[config.mk]
export PLATFORM = sky130hd
export DESIGN_NAME = program_sequencer
export DESIGN_NICKNAME = d
export VERILOG_FILES = /design/src/rtl/proc_pkg.sv /design/src/rtl/call_stack.sv /design/src/rtl/program_sequencer.sv
export SDC_FILE = /design/constraint.sdc
export NUM_CORES = 1
export LEC_CHECK = 0
export CORE_MARGIN = 2
export CORE_UTILIZATION = 45
export DETAILED_ROUTE_END_ITERATION = 7
export PLACE_DENSITY_LB_ADDON = 0.25
export SLEW_MARGIN = 20
export SYNTH_ARGS = -nofsm -noshare
export SYNTH_HDL_FRONTEND = slang
export SYNTH_SLANG_ARGS = --single-unit
[constraint.sdc]
create_clock -name clk -period 2.6 [get_ports clk]
set_input_delay 0.39 -clock clk [delete_from_list [all_inputs] [get_ports clk]]
set_output_delay 0.39 -clock clk [all_outputs]
set_load 0.01 [all_outputs]
[src/rtl/proc_pkg.sv]
// Shared constants and next-pc source encoding for the 8-bit processor core.
package proc_pkg;
  localparam int PC_W_DEFAULT        = 8;
  localparam int STACK_DEPTH_DEFAULT = 4;

  typedef enum logic [2:0] {
    NPC_HOLD,
    NPC_RET,
    NPC_CALL,
    NPC_JMP,
    NPC_INC
  } npc_src_t;
endpackage

[src/rtl/call_stack.sv]
// Return-address LIFO. top/full/empty are combinational from registered state.
// Pushes when full and pops when empty are ignored; the caller flags the error.
module call_stack #(
  parameter int DEPTH = 4,
  parameter int W     = 8,
  parameter int AW    = $clog2(DEPTH),
  parameter int DW    = $clog2(DEPTH) + 1
) (
  input  logic          clk,
  input  logic          async_reset_n,
  input  logic          push,
  input  logic          pop,
  input  logic [W-1:0]  push_data,
  output logic [W-1:0]  top,
  output logic [DW-1:0] depth,
  output logic          full,
  output logic          empty
);
  logic [W-1:0]  mem [DEPTH];
  logic [AW-1:0] wr_idx;
  logic [AW-1:0] top_idx;

  assign wr_idx  = depth[AW-1:0];
  assign top_idx = depth[AW-1:0] - AW'(1);
  assign top     = mem[top_idx];
  assign full    = (depth == DW'(DEPTH));
  assign empty   = (depth == '0);

  always_ff @(posedge clk or negedge async_reset_n) begin
    if (!async_reset_n) begin
      depth <= '0;
      for (int i = 0; i < DEPTH; i++) mem[i] <= '0;
    end else if (push && !full) begin
      mem[wr_idx] <= push_data;
      depth       <= depth + DW'(1);
    end else if (pop && !empty) begin
      depth <= depth - DW'(1);
    end
  end
endmodule

[src/rtl/program_sequencer.sv]
// Program counter and next-address select with call/return stack; pm_addr is combinational, pc lags it by one cycle.
// pm_ready=0 holds pc and ignores all strobes (wait-state memories).
module program_sequencer
  import proc_pkg::*;
#(
  parameter int PC_W        = PC_W_DEFAULT,
  parameter int STACK_DEPTH = STACK_DEPTH_DEFAULT,
  parameter int SDW         = $clog2(STACK_DEPTH) + 1
) (
  input  logic            clk,
  input  logic            async_reset_n,
  input  logic            jmp,
  input  logic            jmp_nz,
  input  logic            dont_jmp,
  input  logic            call,
  input  logic            ret,
  input  logic [3:0]      ir_nibble,
  input  logic            pm_ready,
  output logic [PC_W-1:0] pm_addr,
  output logic [PC_W-1:0] pc,
  output logic [PC_W-1:0] from_PS,
  output logic [SDW-1:0]  stack_depth,
  output logic            stack_err
);
  npc_src_t        src;
  logic            push, pop, err_set;
  logic            full, empty;
  logic [PC_W-1:0] inc, target, top, nxt;

  assign inc     = pc + PC_W'(1);
  assign target  = {pc[PC_W-1:4], ir_nibble};
  assign from_PS = pc;

  call_stack #(
    .DEPTH (STACK_DEPTH),
    .W     (PC_W)
  ) u_stack (
    .clk           (clk),
    .async_reset_n (async_reset_n),
    .push          (push),
    .pop           (pop),
    .push_data     (inc),
    .top           (top),
    .depth         (stack_depth),
    .full          (full),
    .empty         (empty)
  );

  // Simultaneous strobes fall through this priority chain silently.
  always_comb begin
    src     = NPC_INC;
    push    = 1'b0;
    pop     = 1'b0;
    err_set = 1'b0;
    if (!pm_ready) begin
      src = NPC_HOLD;
    end else if (ret) begin
      if (!empty) begin
        src = NPC_RET;
        pop = 1'b1;
      end else begin
        err_set = 1'b1;
      end
    end else if (call) begin
      src = NPC_CALL;
      if (!full) push = 1'b1;
      else       err_set = 1'b1;
    end else if (jmp || (jmp_nz && !dont_jmp)) begin
      src = NPC_JMP;
    end
  end

  always_comb begin
    case (src)
      NPC_HOLD:          nxt = pc;
      NPC_RET:           nxt = top;
      NPC_CALL, NPC_JMP: nxt = target;
      default:           nxt = inc;
    endcase
    // Memory sees address 0 for the whole reset, not pc+1.
    pm_addr = async_reset_n ? nxt : '0;
  end

  always_ff @(posedge clk or negedge async_reset_n) begin
    if (!async_reset_n) begin
      pc        <= '0;
      stack_err <= 1'b0;
    end else begin
      pc <= nxt;
      if (err_set) stack_err <= 1'b1;
    end
  end
endmodule
# After elaboration in Yosys (flattened, before gate mapping)
# Cells that the tools add are included.
[totals]
reg_bits = 44
elab_cells = 59
[classes]
n_addsub = 4
n_lt_le_gt_ge = 3
eq_ne = 4
mux = 27
n_bitwise = 2
reduce_logical = 12
[op_table]
columns = ["operator", "n"]
rows = [
  ["$bwmux 32", 1],
  ["$mux 8", 4],
  ["$pmux 8 s3", 1],
  ["$mux 3", 7],
  ["$bmux 8 s2", 1],
  ["$demux 8 s2", 1],
  ["$mux 1", 12],
  ["$add 8x1->8 const B", 1],
  ["$eq 3x2->1 const B", 2],
  ["$ge 3x3->1 const B", 2],
  ["$logic_not 3->1", 2],
  ["$not 2->3", 2],
  ["$logic_and 1x1->1", 4],
  ["$add 3x1->3 const B", 1],
  ["$eq 3x1->1 const B", 1],
  ["$eq 3x3->1 const B", 1],
  ["$logic_not 1->1", 3],
  ["$lt 3x1->1 const B", 1],
  ["$sub 3x1->3 const B", 1],
  ["$reduce_bool 2->1", 1],
  ["$reduce_or 2->1", 1],
  ["$sub 2x1->2 const B", 1],
  ["$logic_or 1x1->1", 1],
]

# Logic depth before layout (Yosys ltp)
# Gate-level depths: netlist of the first run.
[depth]
depth_word = 11
mapped_depth = 9
ltp_nobuf = 8

# By module
# Synthesis of the first run repeated with hierarchy kept, for this count alone.
[unflattened]
hier_cells = 213
area_unflattened_um2 = 2553.7
[by_module_without_submodules]
columns = ["module", "n_inst", "cells_each", "area_per_inst_um2"]
rows = [
  ["call_stack", 1, 113, 1746.7],
  ["program_sequencer", 1, 100, 807.0],
]

# Worst setup path before layout of the first run
# No wires, ideal clock.
[synth_timing]
kind = "reg-to-output"
start = "register u_stack.depth[0]"
end = "output port pm_addr[0]"
arrival_ps = 2155
t_required_ps = 2210
setup_slack_ps = 55
stages_incl_launch_ff = 9
path_buffers = 2
cell_sequence = "dfrtp_1 -> buf_4 -> inv_1 -> ha_1 -> clkbuf_1 -> mux4_2 -> nand3_1 -> o31a_1 -> a311oi_1"
[synth_between]
word_cells_on_any_way = 16
[synth_rtl]
columns = ["item", "line_no", "text"]
rows = [
  ["start, declared", "call_stack.sv:15", "output logic [DW-1:0] depth,"],
  ["start signal, assigned", "call_stack.sv:35", "depth <= depth + DW'(1);"],
  ["start signal, assigned", "call_stack.sv:37", "depth <= depth - DW'(1);"],
  ["$sub 2x1->2", "call_stack.sv:24", "assign top_idx = depth[AW-1:0] - AW'(1);"],
  ["named net u_stack.top_idx[0]", "call_stack.sv:21", "logic [AW-1:0] top_idx;"],
  ["$not 2->3 (implied by the code)", "call_stack.sv:25", "assign top = mem[top_idx];"],
  ["$bmux 8 s2", "call_stack.sv:25", ""],
  ["$mux 8 (implied by the code) (2 in series)", "call_stack.sv:25", ""],
  ["$pmux 8 s3", "program_sequencer.sv:74", "case (src)"],
  ["$mux 8", "program_sequencer.sv:81", "pm_addr = async_reset_n ? nxt : '0;"],
  ["end, declared", "program_sequencer.sv:19", "output logic [PC_W-1:0] pm_addr,"],
]
# The timed path passes the listed nets, and every way through them passes these cells. The select of a mux whose other input is x is not followed.

# Final worst setup path of the first run
[layout_timing]
start = "input port dont_jmp"
end = "output port pm_addr[3]"
[layout_between]
elab_chain_cells = 11
word_cells_on_any_way = 14
[layout_lines]
columns = ["item", "line_no", "text"]
rows = [
  ["start, declared", "program_sequencer.sv:14", "input logic dont_jmp,"],
  ["$logic_not 1->1 (*)", "program_sequencer.sv:68", "end else if (jmp || (jmp_nz && !dont_jmp)) begin"],
  ["$logic_and 1x1->1 (*)", "program_sequencer.sv:68", ""],
  ["$logic_or 1x1->1 (*)", "program_sequencer.sv:68", ""],
  ["$mux 3 (*)", "program_sequencer.sv:68", ""],
  ["$mux 3 (*)", "program_sequencer.sv:64", "end else if (call) begin"],
  ["$mux 3 (*)", "program_sequencer.sv:57", "end else if (ret) begin"],
  ["$mux 3 (*)", "program_sequencer.sv:55", "if (!pm_ready) begin"],
  ["$eq 3x2->1", "program_sequencer.sv:74", ""],
  ["$reduce_or 2->1", "program_sequencer.sv:74", ""],
  ["$pmux 8 s3 (*)", "program_sequencer.sv:74", ""],
  ["$mux 8 (*)", "program_sequencer.sv:81", ""],
]
# Mark *: on every way between the ends. The rest lies on a longest branch, timed or not.

==> metrics, run 1 <==
max cap viols=0; xor and xnor area share after synthesis=0.01859; Final ANT Viol Nets=0; n_diodes=0; DP Wirelength=4.044 mm; worst-path maximum fanout=3; max incr delay on CP=0.39 ns; sequential share of power=0.332; Design Area, Final=3102 um2; sw frac=0.3706; IR drop worst, VDD=487.2 uV; # H-tree levels=2; Critical Path AT=2.11 ns; skew final=0.006654 ns; critical path's slowest cell=clkdlybuf4s50_1; Longest Clk Path Bufs=2; average wire per standard cell=15.22 um; Worst Reg-to-Reg Cells=7; Peak Freq=399.9 MHz; CP top delay family=buffers and inverters; Core Util, Final=0.6112; slew margin rel.=0.6266; Clock Pin Slew Worst Setup and Hold Paths=0.08 ns; Final period util=0.9617; largest net degree at the start of global routing=45; r2r startpoint=u_stack.depth[1]; met3 WL=246 um; layout cell share with drive strength beyond 1=0.2218; worst hold path type=primary input to async pin; initial antenna violation count=0; synth unique cells=42; Via density=5.391; Final Critical Period=2.500 ns; Power Total=3.532 mW; CP required=2.21 ns; CP Capture Type=output pin; Layout Nets=310; type of origin of the critical path=primary input; Synth Net Count=251; main combinational cell family by area after synthesis=compound AO/OA/AOI/OAI gates; r2r setup slk=0.73 ns; Worst-Margin Slew=0.5601 ns; CTS Buf Count=5; I/O pin cnt=40; area of the mapped netlist=2356 um2; Min Hold Slack=0.1704 ns; power share of the clock group=0.158; P_sw=1.309 mW; internal power=2.223 mW; met2 WL post-DR=2.659 mm; Gate Count Post-Synth=233; critical path type=primary input to output pin; count of flip-flops with a built-in enable after synthesis=0; status=finished, final reports clean; vias in the first global route=1957; total track usage=0.2042; register bit total from synthesis=44; Synth Warn #=0; endpoints failing setup=0; Hold Violations, Final=0; area share of fa/ha/maj cells after synthesis=0.03505; Cell Area, Placed=2967 um2; post-synthesis simple-gate area fraction=0.1508; Die Ht=76.36 um; pwr dens=1139 nW/um2; Avg Cell Area, Syn=10.11 um2; Worst-Skew Late Latency=0.31 ns; core area=5075 um2; DRT iter0 DRCs=98; post-route setup slack=0.09960 ns; DRC=0; Lkg Pwr=1.372 nW; IO Port Bufs=39; Post-Place Worst Slack=-0.2477 ns; Sink Count=44; final wirelength=5.525 mm; Starting Density=0.4643; DR vias=1957; sequential share of the synthesized area=0.4673; wl on met1=2.547 mm; RSZ-0062 raised after global routing=no; Die X=76.36 um; first-pass GRT wire length=9.453 mm; die area=5830 um2; CP Buf/Inv Count=3; drt pass-1 iters=4; Gate power share=0.510; TritonCTS clock tree=built; routability cong.=0.8586; Top Metal Used=met4; prevailing post-synth register cell=dfrtp_1; CP Cell Sequence=clkdlybuf4s50_1, nand2b_1, buf_4, a21o_1, a41o_1, a311oi_1, dlygate4sd2_1; # hold bufs at CTS=0; Area growth syn-to-layout=31.65%; root buffer cell=clkbuf_8; Synth Area in Compound Gates=0.1556; Multi-input gate area=1141 um2; Final Max Slew Viols=0; mux contribution to synthesized area=0.1131; FF+latch area=1101 um2; fill count=437; # rows=26; reg2reg end=u_stack.depth[1]; remaining global-route overflow=0; ys async rst share=1.000
==> area by class of cell <==
cell class              count  share of cell area
inverters                   6            0.007261
flip-flops and latches     44              0.3550
clock buffers               5             0.02219
multi-input cells         162              0.3679
well taps                  70             0.02824
clock inverters             3             0.01614
repair buffers             73              0.2033
==> state kept, by name, indices dropped and copies added (netlist names) <==
signal	flops
stack_err	1
u_stack.mem	32
u_stack.depth	3
from_PS	8
==> per-layer routing <==
layer  global-route usage  vias up
met3              0.04384        6
met1               0.2770      958
li1                     -      948
met4              0.06909        0
met5                    0        -
met2               0.3274       45
==> repair_timing <==
action / CTS / global route
endpoints found under the setup margin: 8 / 3
gates cloned: 0 / 0
resized for setup: 12 / 5
buffers inserted: 0 / 0
==> power groups by stage <==
stage          combinational [mW]  sequential (mW)  clock, mW
2_1_floorplan                1.06             1.20          0
3_3_place_gp                 1.74             1.17          0
3_5_place_dp                 1.77             1.18          0
4_1_cts                      1.80             1.17      0.573
5_1_grt                      1.97             1.21      0.600
6_report                     1.80             1.17      0.559
==> synthesized netlist by cell type, drive strengths merged, types with 2 or more instances <==
library cell / number / area [um2]
a21oi: 9 / 45.04
a311oi: 3 / 26.28
a31oi: 7 / 50.05
and3: 2 / 12.51
buf: 12 / 82.57
clkbuf: 9 / 35.03
dfrtp: 44 / 1101
ha: 5 / 62.56
inv: 6 / 22.52
mux2: 5 / 56.30
mux2i: 3 / 30.03
mux4: 8 / 180.2
nand2: 35 / 131.4
nand2b: 3 / 26.27
nand3: 9 / 45.04
nand4: 4 / 25.02
nor2: 13 / 48.80
nor3: 5 / 25.02
o211ai: 3 / 22.52
o21a: 3 / 22.52
o21ai: 25 / 125.1
xnor2: 3 / 26.28
xor2: 2 / 17.52
==> worst max-delay path by stage <==
stage | from | end | slack, ns | depth (start not counted)
2_1_floorplan | u_stack.depth[0] | pm_addr[0] | 0.05 | 8
3_3_place_gp | call | pm_addr[4] | -0.21 | 7
3_5_place_dp | call | pm_addr[4] | -0.25 | 7
4_1_cts | u_stack.depth[0] | pm_addr[4] | 0.02 | 7
5_1_grt | u_stack.depth[1] | pm_addr[2] | 0.01 | 7
6_report | dont_jmp | pm_addr[3] | 0.1 | 7
==> layout by cell type, fill, tap and decap left out, drive strengths merged, types with 7 or more instances in the layout <==
master / count
a21oi: 9
a31oi: 7
buf: 35
clkdlybuf4s50: 30
dfrtp: 44
dlygate4sd2: 7
inv: 8
mux4: 8
nand2: 35
nand3: 9
nor2: 13
o21ai: 25
==> stage by stage <==
stage	TNS (ns)	std cells
2_1_floorplan	0	233
3_3_place_gp	-0.7281	355
3_5_place_dp	-0.8782	355
4_1_cts	0	363
5_1_grt	0	363
6_report	0	363
==> worst reg2reg max path: stages (launching register included) <==
cell	delay, ns
dfrtp_1	0.39
inv_1	0.12
ha_4	0.18
nand2b_4	0.07
and3_1	0.26
buf_4	0.17
nor2_1	0.20
mux2_2	0.36
==> kinds of logic after synthesis <==
family                   after synthesis
flip-flops                            44
adder cells (fa/ha/maj)                6
AO/OA/AOI/OAI                         59
multiplexers                          16
buffers and inverters                 27
AND/OR/NAND/NOR                       76
XOR/XNOR                               5
(Power assumes the default switching activity.)
==> run 2: changes to the inputs <==
--- a/config.mk
+++ b/config.mk
@@ -9,7 +9,6 @@
 export CORE_UTILIZATION = 45
 export DETAILED_ROUTE_END_ITERATION = 7
 export PLACE_DENSITY_LB_ADDON = 0.25
-export SLEW_MARGIN = 20
 export SYNTH_ARGS = -nofsm -noshare
 export SYNTH_HDL_FRONTEND = slang
 export SYNTH_SLANG_ARGS = --single-unit
==> constraint.sdc (replaced) <==
create_clock -name clk -period 3.2 [get_ports clk]
set_input_delay 0.48 -clock clk [delete_from_list [all_inputs] [get_ports clk]]
set_output_delay 0.48 -clock clk [all_outputs]
set_load 0.01 [all_outputs]
==> run 2 against run 1 <==
Compared with the run above:
- cell count shrank 6.1%
- die area is the same
- hold slack gained 0.12 ns
- first-iteration DRC count grew 4.1%
- count of clock-buffer cells in the layout is the same
- clock skew is essentially flat
- design area shrank 5.6%
==> metrics, run 2 (synthesis results as in run 1) <==
Gate power share=0.492 (-0.018); pwr dens=945.5 nW/um2 (-17%); max cap viols=0 (unchanged); Longest Clk Path Bufs=2 (unchanged); largest net degree at the start of global routing=45 (unchanged); met3 usage=0.04976 (+0.005924); slew margin rel.=0.6265 (about the same); remaining global-route overflow=0 (unchanged); reg2reg end=u_stack.depth[1]; Biggest register=u_stack.mem; type of origin of the critical path=flip-flop; Via density=5.422 (+0.58%); Worst-Skew Late Latency=0.29 ns (-0.02 ns); Die Ht=76.36 um (unchanged); Lkg Pwr=1.234 nW (-10%); met2 GRT Util=0.3195 (-0.007965); critical path type=flip-flop to output pin; routability cong.=0.8599 (+0.15%); setup TNS=0 ns (unchanged); highest-count cells in the layout ignoring fill and taps=44 x dfrtp_1, 38 x clkdlybuf4s50_1, 35 x nand2_1; Critical Path AT=2.57 ns (+0.46 ns); Starting Density=0.4643 (unchanged); drt pass-1 iters=5 (+1); Final ANT Viol Nets=0 (unchanged); n_diodes=0 (unchanged); Layout Nets=288 (-7.1%); DRC=0 (unchanged); power share of the clock group=0.157 (about the same); DP Cell Count=333 (-6.2%); DR vias=1849 (-5.5%); root buffer cell=clkbuf_8; r2r startpoint=u_stack.depth[1]; average wire per standard cell=15.72 um (+3.3%); core area=5075 um2 (unchanged); Worst Reg-to-Reg Cells=7 (unchanged); worst-path maximum fanout=7 (+4); I/O pin cnt=40 (unchanged); first-pass GRT wire length=8.928 mm (-5.6%); Clock Pin Slew Worst Setup and Hold Paths=0.09 ns (about the same); Final Critical Period=3.050 ns; Peak Freq=327.9 MHz; worst hold path type=primary input to async pin; Area growth syn-to-layout=24.32%; P_sw=1.023 mW (-22%); r2r setup slk=1.21 ns (+0.48 ns); most common cell after layout, fill and taps aside=dfrtp_1; non-filler cells in the finished layout=341 (-6.1%); Final period util=0.9532; IO Port Bufs=39 (unchanged); total track usage=0.1960 (-0.008240); endpoints failing setup=0 (unchanged); TritonCTS clock tree=built; CP required=2.72 ns (+0.51 ns); IR drop worst, VDD=372.0 uV (-24%); Final Max Slew Viols=0 (unchanged); skew final=0.006929 ns (+0.0002741 ns); CP Capture Type=output pin; Sink Count=44 (unchanged); Min Hold Slack=0.2895 ns (+0.1190 ns); met1 Usage GRT=0.2585 (-0.01852); die area=5830 um2 (unchanged); DP Wirelength=3.910 mm (-3.3%); # H-tree levels=2 (unchanged); Hold Violations, Final=0 (unchanged); Largest register FFs=32 (unchanged); CP startpoint=u_stack.depth[1]; status=finished, final reports clean; # rows=26 (unchanged); final wirelength=5.362 mm (-3.0%); DRT iter0 DRCs=102 (+4.1%); internal power=1.746 mW (-21%); Worst-Margin Slew=0.5602 ns (+0.0001637 ns); RSZ-0062 raised after global routing=no; CTS Buf Count=5 (unchanged); Die X=76.36 um (unchanged); vias in the first global route=1799 (-8.1%); sequential share of power=0.351 (+0.019); initial antenna violation count=0 (unchanged); layout cell share with drive strength beyond 1=0.1439 (-0.07793); busiest grt layer=met2; sw frac=0.3695 (-0.001055)
==> run 2: cell types whose count changed in the layout (fill, tap and decap cells not counted), sizes merged <==
| cell | change |
|---|---|
| buf | -22 |
| clkdlybuf4s50 | +8 |
| dlygate4sd2 | -7 |
| clkbuf | -1 |
| clkinvlp | +1 |
| inv | -1 |
==> run 2: cell type report <==
cell class              count  area [um2]
clock buffers               5       68.82
clock inverters             3       46.29
fillers                   472        2146
inverters                   6       22.52
multi-input cells         162        1127
flip-flops and latches     44        1101
well taps                  70       87.58
repair buffers             51       475.5
==> run 2: critical path, cell delays in order (launching register included) <==
cell and delay, ns:
dfrtp_1 0.47, inv_1 0.15, ha_4 0.17, nand2b_4 0.07, and2_4 0.19, or4_4 0.52
a31oi_2 0.16, clkdlybuf4s50_1 0.55
==> run 2: layer usage <==
| metal | share of wire | vias to the layer above |
|---|---|---|
| met1 | 0.45 | 887 |
| li1 | - | 905 |
| met3 | 0.047 | 6 |
| met5 | 0 | - |
| met2 | 0.49 | 51 |
| met4 | 0.010 | 0 |
==> run 2: how the worst max path moves through the flow <==
stage,end,slack (ns),cells after the start
2_1_floorplan,pm_addr[0],0.56,8
3_3_place_gp,pm_addr[4],0.17,7
3_5_place_dp,pm_addr[4],0.16,7
4_1_cts,pm_addr[0],0.005,7
5_1_grt,pm_addr[4],0.03,7
6_report,pm_addr[4],0.15,7
==> run 2: through the flow <==
| stage | cell area, um2 | utilization | worst slack [ns] | total power [mW] |
|---|---|---|---|---|
| after floorplan | 2356 | - | 0.5647 | 1.836 |
| after global placement | 2801 | 0.5520 | 0.1702 | 2.290 |
| after detailed placement | 2801 | 0.5520 | 0.1568 | 2.309 |
| after CTS | 2917 | 0.5747 | 0.004518 | 2.760 |
| after global routing | 2929 | 0.5772 | 0.02936 | 2.976 |
| final | 2929 | 0.5772 | 0.1499 | 2.769 |
==> run 2: what timing repair did <==
action                     4_1_cts  5_1_grt
gates resized for setup          0        2
hold buffers                     0        0
setup buffers                    0        0
hold endpoints to repair         0        0
setup endpoints to repair        0        4
==> run 2: power by group through the flow <==
stage	Clock, mW	Combinational, mW	Sequential, mW
after floorplan	0	0.861	0.974
after global placement	0	1.32	0.971
after detailed placement	0	1.32	0.985
after CTS	0.449	1.34	0.973
after global routing	0.470	1.50	1.01
final	0.436	1.36	0.971
==> run 3: changes to the inputs <==
--- a/config.mk
+++ b/config.mk
@@ -5,7 +5,6 @@
 export SDC_FILE = /design/constraint.sdc
 export NUM_CORES = 1
 export LEC_CHECK = 0
-export CORE_MARGIN = 2
 export CORE_UTILIZATION = 45
 export DETAILED_ROUTE_END_ITERATION = 7
 export PLACE_DENSITY_LB_ADDON = 0.25
==> run 3 against run 2 <==
Compared with the run above:
- total power decreased by 0.58%
- register-to-register slack improved by 0.03 ns
- non-clock buffer count down 2
- global-route usage is 1.1 points higher
- count of clock-buffer cells in the layout increased by 1
- via count is 0.54% higher
- sequential share of layout area is 0.24 points higher
- critical endpoint unchanged
==> metrics, run 3 (synthesis results as in run 1) <==
Die X=74.36 um (-2.6%); fill count=433 (-8.3%); Final Max Slew Viols=0 (unchanged); Starting Density=0.4828 (+0.01857); remaining global-route overflow=0 (unchanged); CP required=2.72 ns (about the same); r2r setup slk=1.24 ns (+0.03 ns); Sink Count=44 (unchanged); DRT iter0 DRCs=79 (-23%); Biggest register=u_stack.mem; drt pass-1 iters=4 (-1); power share of the clock group=0.166 (+0.009); initial antenna violation count=0 (unchanged); Hold Violations, Final=0 (unchanged); average wire per standard cell=15.50 um (-1.4%); Final ANT Viol Nets=0 (unchanged); pwr dens=946.1 nW/um2 (about the same); n_diodes=0 (unchanged); Largest register FFs=32 (unchanged); max cap viols=0 (unchanged); CP Capture Type=output pin; Critical Path AT=2.60 ns (+0.03 ns); sw frac=0.3660 (-0.003496); status=finished, final reports clean; worst hold path type=primary input to async pin; reg2reg end=u_stack.depth[1]; layout cell share with drive strength beyond 1=0.1413 (-0.002647); P_sw=1.008 mW (-1.5%); type of origin of the critical path=flip-flop; Worst Reg-to-Reg Cells=7 (unchanged); highest-count cells in the layout ignoring fill and taps=44 x dfrtp_1, 38 x clkdlybuf4s50_1, 35 x nand2_1; CTS Buf Count=5 (unchanged); I/O pin cnt=40 (unchanged); Final Critical Period=3.077 ns (+0.02686 ns); vias in the first global route=1753 (-2.6%); IO Port Bufs=39 (unchanged); root buffer cell=clkbuf_8; DP Wirelength=3.770 mm (-3.6%); Die Ht=74.36 um (-2.6%); Via density=5.533 (+2.0%); Final period util=0.9616 (+0.008395); non-filler cells in the finished layout=336 (-1.5%); die area=5529 um2 (-5.2%); critical path's slowest cell=clkdlybuf4s50_1; CP Cell Sequence=inv_1, ha_2, nand2b_4, and2_4, or4_4, a31oi_2, clkdlybuf4s50_1; # hold bufs at CTS=0 (unchanged); Layout Nets=286 (-0.69%); # H-tree levels=2 (unchanged); Clock Pin Slew Worst Setup and Hold Paths=0.09 ns (about the same); Gate power share=0.483 (-0.009); largest net degree at the start of global routing=45 (unchanged); IR drop worst, VDD=378.2 uV (+1.7%); DP Cell Count=328 (-1.5%); internal power=1.746 mW (about the same); core area=4880 um2 (-3.8%); worst-path maximum fanout=7 (unchanged); FF+latch area=1101 um2 (unchanged); critical path type=flip-flop to output pin; Lkg Pwr=1.229 nW (-0.37%); Worst-Skew Late Latency=0.29 ns (about the same); # rows=25 (-3.8%); max incr delay on CP=0.55 ns (about the same); Post-Place Worst Slack=-0.02726 ns (-0.1840 ns); skew final=0.004364 ns (-0.002565 ns); RSZ-0062 raised after global routing=no; total track usage=0.2074 (+0.01136); DRC=0 (unchanged); final wirelength=5.209 mm (-2.9%); PostCTS Resize Cnt=1 (+1); sequential share of power=0.351 (about the same); CP startpoint=u_stack.depth[1]; r2r startpoint=u_stack.depth[1]; Peak Freq=325.0 MHz (-0.87%); Longest Clk Path Bufs=2 (unchanged); slew margin rel.=0.6275 (+0.0009530); Multi-input gate area=1121 um2 (-0.55%); Worst-Margin Slew=0.5588 ns (-0.001429 ns); endpoints failing setup=0 (unchanged); post-route setup slack=0.1230 ns (-0.02687 ns); routability cong.=0.7864 (-8.5%); Setup Fix Bufs, Post-CTS=0 (unchanged); first-pass GRT wire length=8.473 mm (-5.1%); most common cell after layout, fill and taps aside=dfrtp_1; DR vias=1859 (+0.54%); Area growth syn-to-layout=23.53%; TritonCTS clock tree=built
run 3: stage by stage:
step / utilization / setup TNS, ns / total power [mW] / hold slack (ns) / instance area (um2)
floorplan: - / 0 / 1.836 / 0.1844 / 2356
CTS: 0.5959 / 0 / 2.758 / 0.2919 / 2908
detailed placement: 0.5703 / -0.05092 / 2.306 / 0.4669 / 2783
global route: 0.5964 / 0 / 2.948 / 0.3193 / 2910
global placement: 0.5703 / 0 / 2.277 / 0.4590 / 2783
finish: 0.5964 / 0 / 2.753 / 0.2686 / 2910
run 3: worst max-delay path: cells and delay by family, from the launching register on:
kind	cells	cell delay, ns
compound gates	1	0.16
fa+ha+maj	1	0.23
buf+inv	2	0.66
flops	1	0.46
simple gates	3	0.79
run 3: worst max-delay path by stage:
stage	end	slack [ns]	cells past startpoint
after floorplan	pm_addr[0]	0.56	8
after global placement	pm_addr[1]	0.006	6
after detailed placement	pm_addr[1]	-0.03	6
after CTS	pm_addr[0]	0.05	7
after global routing	pm_addr[4]	0.02	6
final	pm_addr[4]	0.12	7
run 3: power groups by stage:
stage | registers [mW] | clock network, mW | logic [mW]
5_1_grt | 0.999 | 0.481 | 1.47
6_report | 0.967 | 0.456 | 1.33
4_1_cts | 0.966 | 0.460 | 1.33
3_3_place_gp | 0.970 | 0 | 1.31
3_5_place_dp | 0.976 | 0 | 1.33
2_1_floorplan | 0.974 | 0 | 0.861
run 3: final cells by class:
class / count / area share
sequential: 44 / 0.3783
inverter: 6 / 0.007739
clock inverter: 2 / 0.01333
timing repair buffer: 49 / 0.1582
clock buffer: 6 / 0.02837
tap: 67 / 0.02880
multi-input combinational: 162 / 0.3852
run 3: routing by layer:
layer	share of wire	routed length [um]	GRT usage
met5	0	0	0
met4	0.0031	16	0.06918
met3	0.045	232	0.03252
met2	0.49	2571	0.3475
met1	0.46	2390	0.2767
